<file path="src/rtl/spi_config_receiver_if.sv">
// SPI pin bundle plus the received-byte outputs
// of the config receiver.
interface spi_config_receiver_if;
  logic       spi_sck;
  logic       spi_mosi;
  logic       spi_cs_n;
  logic [7:0] data_out;
  logic       byte_valid;
  logic       busy;
  logic       frame_err;
  logic       overrun;

  modport slave (
    input  spi_sck, spi_mosi, spi_cs_n,
    output data_out, byte_valid, busy,
    output frame_err, overrun
  );

  modport master (
    output spi_sck, spi_mosi, spi_cs_n,
    input  data_out, byte_valid, busy,
    input  frame_err, overrun
  );
endinterface

</file>
<file path="src/rtl/spi_config_receiver.sv">
// Mode-0 MSB-first SPI byte receiver that holds each
// byte on data_out for HOLD_CYCLES, then idles.
module spi_config_receiver #(
  parameter int unsigned HOLD_CYCLES = 2,
  parameter logic [7:0]  IDLE_BYTE   = 8'h80
) (
  input logic                 clk,
  input logic                 rst_n,
  spi_config_receiver_if.slave bus
);

  localparam logic [0:0] RX_IDLE  = 1'b0;
  localparam logic [0:0] RX_SHIFT = 1'b1;
  localparam logic [0:0] OUT_IDLE = 1'b0;
  localparam logic [0:0] OUT_HOLD = 1'b1;
  localparam logic [7:0] HOLD_LOAD = 8'(HOLD_CYCLES - 1);

  logic sck_s1, sck_s2, sck_s3;
  logic cs_s1, cs_s2, cs_s3;
  logic mosi_s1, mosi_s2;
  logic sck_rise, cs_rise;

  logic [0:0] rx_state;
  logic [2:0] bit_cnt;
  logic [6:0] shift_q;
  logic       frame_err_q;
  logic       byte_done;
  logic [7:0] new_byte;

  logic [0:0] out_state;
  logic [7:0] hold_cnt;
  logic [7:0] data_q;
  logic       valid_q;
  logic       overrun_q;

  always_ff @(posedge clk or negedge rst_n) begin
    if (!rst_n) begin
      sck_s1  <= 1'b0;
      sck_s2  <= 1'b0;
      sck_s3  <= 1'b0;
      cs_s1   <= 1'b1;
      cs_s2   <= 1'b1;
      cs_s3   <= 1'b1;
      mosi_s1 <= 1'b0;
      mosi_s2 <= 1'b0;
    end else begin
      sck_s1  <= bus.spi_sck;
      sck_s2  <= sck_s1;
      sck_s3  <= sck_s2;
      cs_s1   <= bus.spi_cs_n;
      cs_s2   <= cs_s1;
      cs_s3   <= cs_s2;
      mosi_s1 <= bus.spi_mosi;
      mosi_s2 <= mosi_s1;
    end
  end

  assign sck_rise = sck_s2 & ~sck_s3;
  assign cs_rise  = cs_s2 & ~cs_s3;

  // CS release wins over a coincident SCK edge
  assign byte_done = (rx_state == RX_SHIFT) & ~cs_s2 &
                     sck_rise & (bit_cnt == 3'd7);
  assign new_byte  = {shift_q, mosi_s2};

  always_ff @(posedge clk or negedge rst_n) begin
    if (!rst_n) begin
      rx_state    <= RX_IDLE;
      bit_cnt     <= '0;
      shift_q     <= '0;
      frame_err_q <= 1'b0;
    end else begin
      frame_err_q <= 1'b0;
      unique case (rx_state)
        RX_IDLE: begin
          bit_cnt <= '0;
          if (!cs_s2) rx_state <= RX_SHIFT;
        end
        RX_SHIFT: begin
          if (cs_s2) begin
            rx_state    <= RX_IDLE;
            bit_cnt     <= '0;
            frame_err_q <= cs_rise & (bit_cnt != 3'd0);
          end else if (sck_rise) begin
            shift_q <= {shift_q[5:0], mosi_s2};
            bit_cnt <= bit_cnt + 3'd1;
          end
        end
      endcase
    end
  end

  // A fresh byte restarts the window, even on its last cycle
  always_ff @(posedge clk or negedge rst_n) begin
    if (!rst_n) begin
      out_state <= OUT_IDLE;
      hold_cnt  <= '0;
      data_q    <= IDLE_BYTE;
      valid_q   <= 1'b0;
      overrun_q <= 1'b0;
    end else begin
      valid_q   <= 1'b0;
      overrun_q <= 1'b0;
      if (byte_done) begin
        data_q    <= new_byte;
        valid_q   <= 1'b1;
        overrun_q <= (out_state == OUT_HOLD);
        hold_cnt  <= HOLD_LOAD;
        out_state <= OUT_HOLD;
      end else if (out_state == OUT_HOLD) begin
        if (hold_cnt == 8'd0) begin
          data_q    <= IDLE_BYTE;
          out_state <= OUT_IDLE;
        end else begin
          hold_cnt <= hold_cnt - 8'd1;
        end
      end
    end
  end

  assign bus.data_out   = data_q;
  assign bus.byte_valid = valid_q;
  assign bus.busy       = (out_state == OUT_HOLD);
  assign bus.frame_err  = frame_err_q;
  assign bus.overrun    = overrun_q;

endmodule

</file>
<file path="src/flat_wrapper.sv">
// flat-port wrapper written by rule: the top's interface ports become plain ports
module spi_config_receiver_flat 
#(
  parameter int unsigned HOLD_CYCLES = 2,
  parameter logic [7:0]  IDLE_BYTE   = 8'h80
)
  (clk, rst_n, bus_spi_sck, bus_spi_mosi, bus_spi_cs_n, bus_data_out, bus_byte_valid, bus_busy, bus_frame_err, bus_overrun);
  spi_config_receiver_if bus_i ();
  input logic clk;
  input logic rst_n;
  input wire logic [$bits(bus_i.spi_sck)-1:0] bus_spi_sck;
  input wire logic [$bits(bus_i.spi_mosi)-1:0] bus_spi_mosi;
  input wire logic [$bits(bus_i.spi_cs_n)-1:0] bus_spi_cs_n;
  output wire logic [$bits(bus_i.data_out)-1:0] bus_data_out;
  output wire logic [$bits(bus_i.byte_valid)-1:0] bus_byte_valid;
  output wire logic [$bits(bus_i.busy)-1:0] bus_busy;
  output wire logic [$bits(bus_i.frame_err)-1:0] bus_frame_err;
  output wire logic [$bits(bus_i.overrun)-1:0] bus_overrun;
  assign bus_i.spi_sck = bus_spi_sck;
  assign bus_i.spi_mosi = bus_spi_mosi;
  assign bus_i.spi_cs_n = bus_spi_cs_n;
  assign bus_data_out = bus_i.data_out;
  assign bus_byte_valid = bus_i.byte_valid;
  assign bus_busy = bus_i.busy;
  assign bus_frame_err = bus_i.frame_err;
  assign bus_overrun = bus_i.overrun;
  spi_config_receiver #(.HOLD_CYCLES(HOLD_CYCLES), .IDLE_BYTE(IDLE_BYTE)) u_core (.clk(clk), .rst_n(rst_n), .bus(bus_i));
endmodule
</file>
<file path="config.mk">
export PLATFORM = sky130hd
export DESIGN_NAME = spi_config_receiver_flat
export DESIGN_NICKNAME = d
export VERILOG_FILES = /design/src/rtl/spi_config_receiver_if.sv /design/src/rtl/spi_config_receiver.sv /design/src/flat_wrapper.sv
export SDC_FILE = /design/constraint.sdc
export NUM_CORES = 1
export LEC_CHECK = 0
export CORE_MARGIN = 8
export CORE_UTILIZATION = 40
export DETAILED_ROUTE_END_ITERATION = 7
export PLACE_DENSITY_LB_ADDON = 0.08
export SYNTH_ARGS = -nofsm -noshare
export SYNTH_HDL_FRONTEND = slang
export SYNTH_SLANG_ARGS = --single-unit
</file>
<file path="constraint.sdc">
create_clock -name clk -period 2.15 [get_ports clk]
set_clock_uncertainty 0.2 [all_clocks]
set_input_delay 0.215 -clock clk [delete_from_list [all_inputs] [get_ports clk]]
set_output_delay 0.215 -clock clk [all_outputs]
set_load 0.02 [all_outputs]
</file>
==> flow_summary.yaml <==
outcome:
  status: "complete, no violations"
routing:
  avgViaCountPerCell: 5.06
  ant_nets: 0
  dr.first_iter.drc_count: 60
  drt_pass1_iterations: 4
  avgRoutedWirePerCell_um: 14.2
  num_vias: 1099
  routed_wl_um: 3080
  drc: 0
worst_hold_path:
  hold_class: "in2reg"
  worst_hold_path.endpoint: "u_core.cs_s1$_DFF_PN1_"
  hp-start: "bus_spi_cs_n"
  hold_path_depth: 1
cells_and_area:
  num-nets-final: 176
  areaGrowthSynthToFinish_pct: 22.3
  diodes: 0
  drive_gt1_share_pct: 15.6
  utilization_pct: 49.8
  layout_commonest_cell: "dfrtp_1"
  multi_input_area_um2: 586
  layout_common_cells: "dfrtp_1, nand2_1, clkdlybuf4s50_1, o21ai_0, inv_1"
  seqCellArea_um2: 981
  nFillCells: 368
die:
  start_util_pct: 40.7
  fp.coreArea_mm2: 0.00394
  die_area_mm2: 0.00629
  io_pins: 17
  die_h_um: 79.3
  fp.dieW_um: 79.3
  row_count: 23
run:
  cap_violations: 0
setup_path:
  reg2regPathDepth: 5
  cp_slowest_stage_delay_ns: 0.42
  startpoint_type: "flip-flop"
  crit_type: "reg2reg"
  timing.rr.start: "u_core.hold_cnt[0]$_DFFE_PN0P_"
  worstPathMaxFanout: 6
  r2r_slack_ns: 0.12
  slowest_stage: "a21boi_0"
  timing.rr.end: "u_core.hold_cnt[0]$_DFFE_PN0P_"
  crit_chain: "inv_1 -> ha_1 -> nor3b_2 -> a21boi_0 -> mux2_2"
  end_kind: "flip-flop"
  crit_arrival_ns: 2.00
  cp.required_ns: 2.12
cts:
  cts_sinks: 39
  clkTransAtPathRegs_ns: 0.07
  clk-insertion-delay-late_ns: 0.29
  htreeDepth: 2
  postCtsSetupRepairBufs: 0
  ctsRootBufferMaster: "clkbuf_8"
  clockBufferDepth: 2
  numCtsBuffers: 5
  cts_tree: "yes"
sta:
  rsz0062_at_grt: "false"
  fmax_mhz: 494
  post-route-period-util_pct: 94.2
  hold_viol: 0
  slew_headroom_pct: 53.2
  tightest_slew_ns: 0.703
  slew_viol_final: 0
  setup_ws_ns: 0.124
  finalSetupViolations: 0
  finalCriticalPeriod_ns: 2.03
grt:
  grt_overflow: 0
  antenna_found_initial: 0
  grt_pass1_vias: 1134
  grtUsageTotal_pct: 10.8
  grt_first_pass_wirelength_um: 5310
  grt_max_degree: 27
yosys:
  synth_fa_ha_area_share_pct: 3.90
  synthDistinctLibCells: 34
  synth_compound_gate_area_share_pct: 12.8
  postSynthAreaPerCell_um2: 11.6
  yosysWarnings: 0
  synth-xor-area-share_pct: 0.546
  synth-simple-area-share_pct: 15.0
  synth_seq_cells: 39
  synth_top_family_by_area: "simple AND/OR/NAND/NOR gates"
  muxShareOfSynthArea_pct: 3.82
  syn_nets: 148
  ys_seq_area_share_pct: 61.2
  synthesis.area_mm2: 0.00160
  netlist_instances: 138
placement:
  place_hpwl_um: 2210
  gp_congestion: 0.797
  pre_cts_slack_ns: -0.0475
  port_buffers: 16
pwr:
  powerDensity_mw_per_mm2: 675
  p_leak_nw: 0.934
  max-vdd-ir-drop_mv: 0.482
  total_power_mw: 1.32
-- cell type report --
type | instances | share of cell area [%]
Sequential cell | 39 | 50.0
Multi-Input combinational cell | 88 | 29.8
Timing Repair Buffer | 24 | 11.1
Clock buffer | 6 | 3.70
Tap cell | 50 | 3.19
Inverter | 8 | 1.53
Clock inverter | 2 | 0.638
-- cell usage after synthesis (all sizes together) --
library cell,number,area [um^2]
a2111o,1,11.3
a211oi,1,7.51
a21bo,1,10.0
a21boi,1,7.51
a21o,3,22.5
a21oi,5,25.0
a22o,7,61.3
a22oi,2,15.0
and3,1,6.26
buf,1,7.51
clkbuf,2,7.51
dfrtp,35,876
dfstp,4,105
ha,5,62.6
inv,8,30.0
mux2,1,11.3
mux2i,5,50.1
nand2,22,82.6
nand2b,1,6.26
nand3,1,5.00
nand4bb,1,11.3
nor2,5,18.8
nor2b,1,6.26
nor3,1,5.00
nor3b,1,7.51
nor4,2,12.5
nor4b,1,8.76
nor4bb,2,20.0
o21ai,9,45.0
or2,2,12.5
or3,1,6.26
or3b,1,8.76
or4,3,22.5
xnor2,1,8.76
-- critical path, delay by kind of cell, from the launching register on --
family	cells	cell delay, ns
mux	1	0.39
fa+ha+maj	1	0.23
simple gates	1	0.20
flops	1	0.39
buf+inv	1	0.09
compound gates	1	0.42
-- power by group --
| part | internal (mW) | total, mW | leakage (nW) | switching (mW) |
|---|---|---|---|---|
| combinational | 0.0254 | 0.0602 | 0.380 | 0.0348 |
| sequential | 0.768 | 0.791 | 0.513 | 0.0230 |
| clock | 0.227 | 0.474 | 0.0412 | 0.247 |
-- flip-flops by register name (all words and copies together) (netlist names), 3 cells and up --
| signal | flops |
|---|---|
| u_core.bus.data_out | 8 |
| u_core.hold_cnt | 8 |
| u_core.shift_q | 7 |
| u_core.bit_cnt | 3 |
-- metrics by stage --
step	hold WS (ns)	instances	TNS (ns)	area (um^2)
2_1_floorplan	-0.281	138	0	1600
3_3_place_gp	0.0429	208	-0.133	1860
3_5_place_dp	0.0460	208	-0.0787	1860
4_1_cts	0.138	217	0	1960
5_1_grt	0.142	217	0	1960
6_report	0.152	217	0	1960
-- how the worst max path moves through the flow --
| stage | startpoint | to | slack, ns |
|---|---|---|---|
| final | u_core.hold_cnt[0]$_DFFE_PN0P_ | u_core.hold_cnt[0]$_DFFE_PN0P_ | 0.12 |
| after global routing | u_core.hold_cnt[0]$_DFFE_PN0P_ | u_core.hold_cnt[0]$_DFFE_PN0P_ | 0.02 |
| after CTS | u_core.bit_cnt[1]$_DFFE_PN0P_ | u_core.bus.data_out[3]$_DFFE_PN0P_ | 0.12 |
| after detailed placement | u_core.hold_cnt[0]$_DFFE_PN0P_ | u_core.bus.busy$_DFF_PN0_ | -0.05 |
| after global placement | u_core.hold_cnt[0]$_DFFE_PN0P_ | u_core.bus.busy$_DFF_PN0_ | -0.07 |
| after floorplan | u_core.hold_cnt[0]$_DFFE_PN0P_ | u_core.bus.busy$_DFF_PN0_ | 0.27 |
-- per-layer routing --
metal	share of wire (%)	track usage, %
met3	5.5	4.29
met1	45	12.4
met4	1.4	4.44
met2	48	17.6
met5	0	0
-- cells by family (layout without fill, tap and decap cells) --
| family | count (synthesis) | after routing |
|---|---|---|
| simple gates | 46 | 46 |
| buf+inv | 11 | 40 |
| xor+xnor | 1 | 1 |
| mux | 6 | 6 |
| flops | 39 | 39 |
| compound gates | 30 | 30 |
| fa+ha+maj | 5 | 5 |
-- what timing repair did --
action,4_1_cts,5_1_grt
resized for setup,1,1
hold buffers,1,0
hold endpoints to repair,23,0
setup endpoints to repair,2,1
No activity file was read; power rests on OpenSTA's default activity.
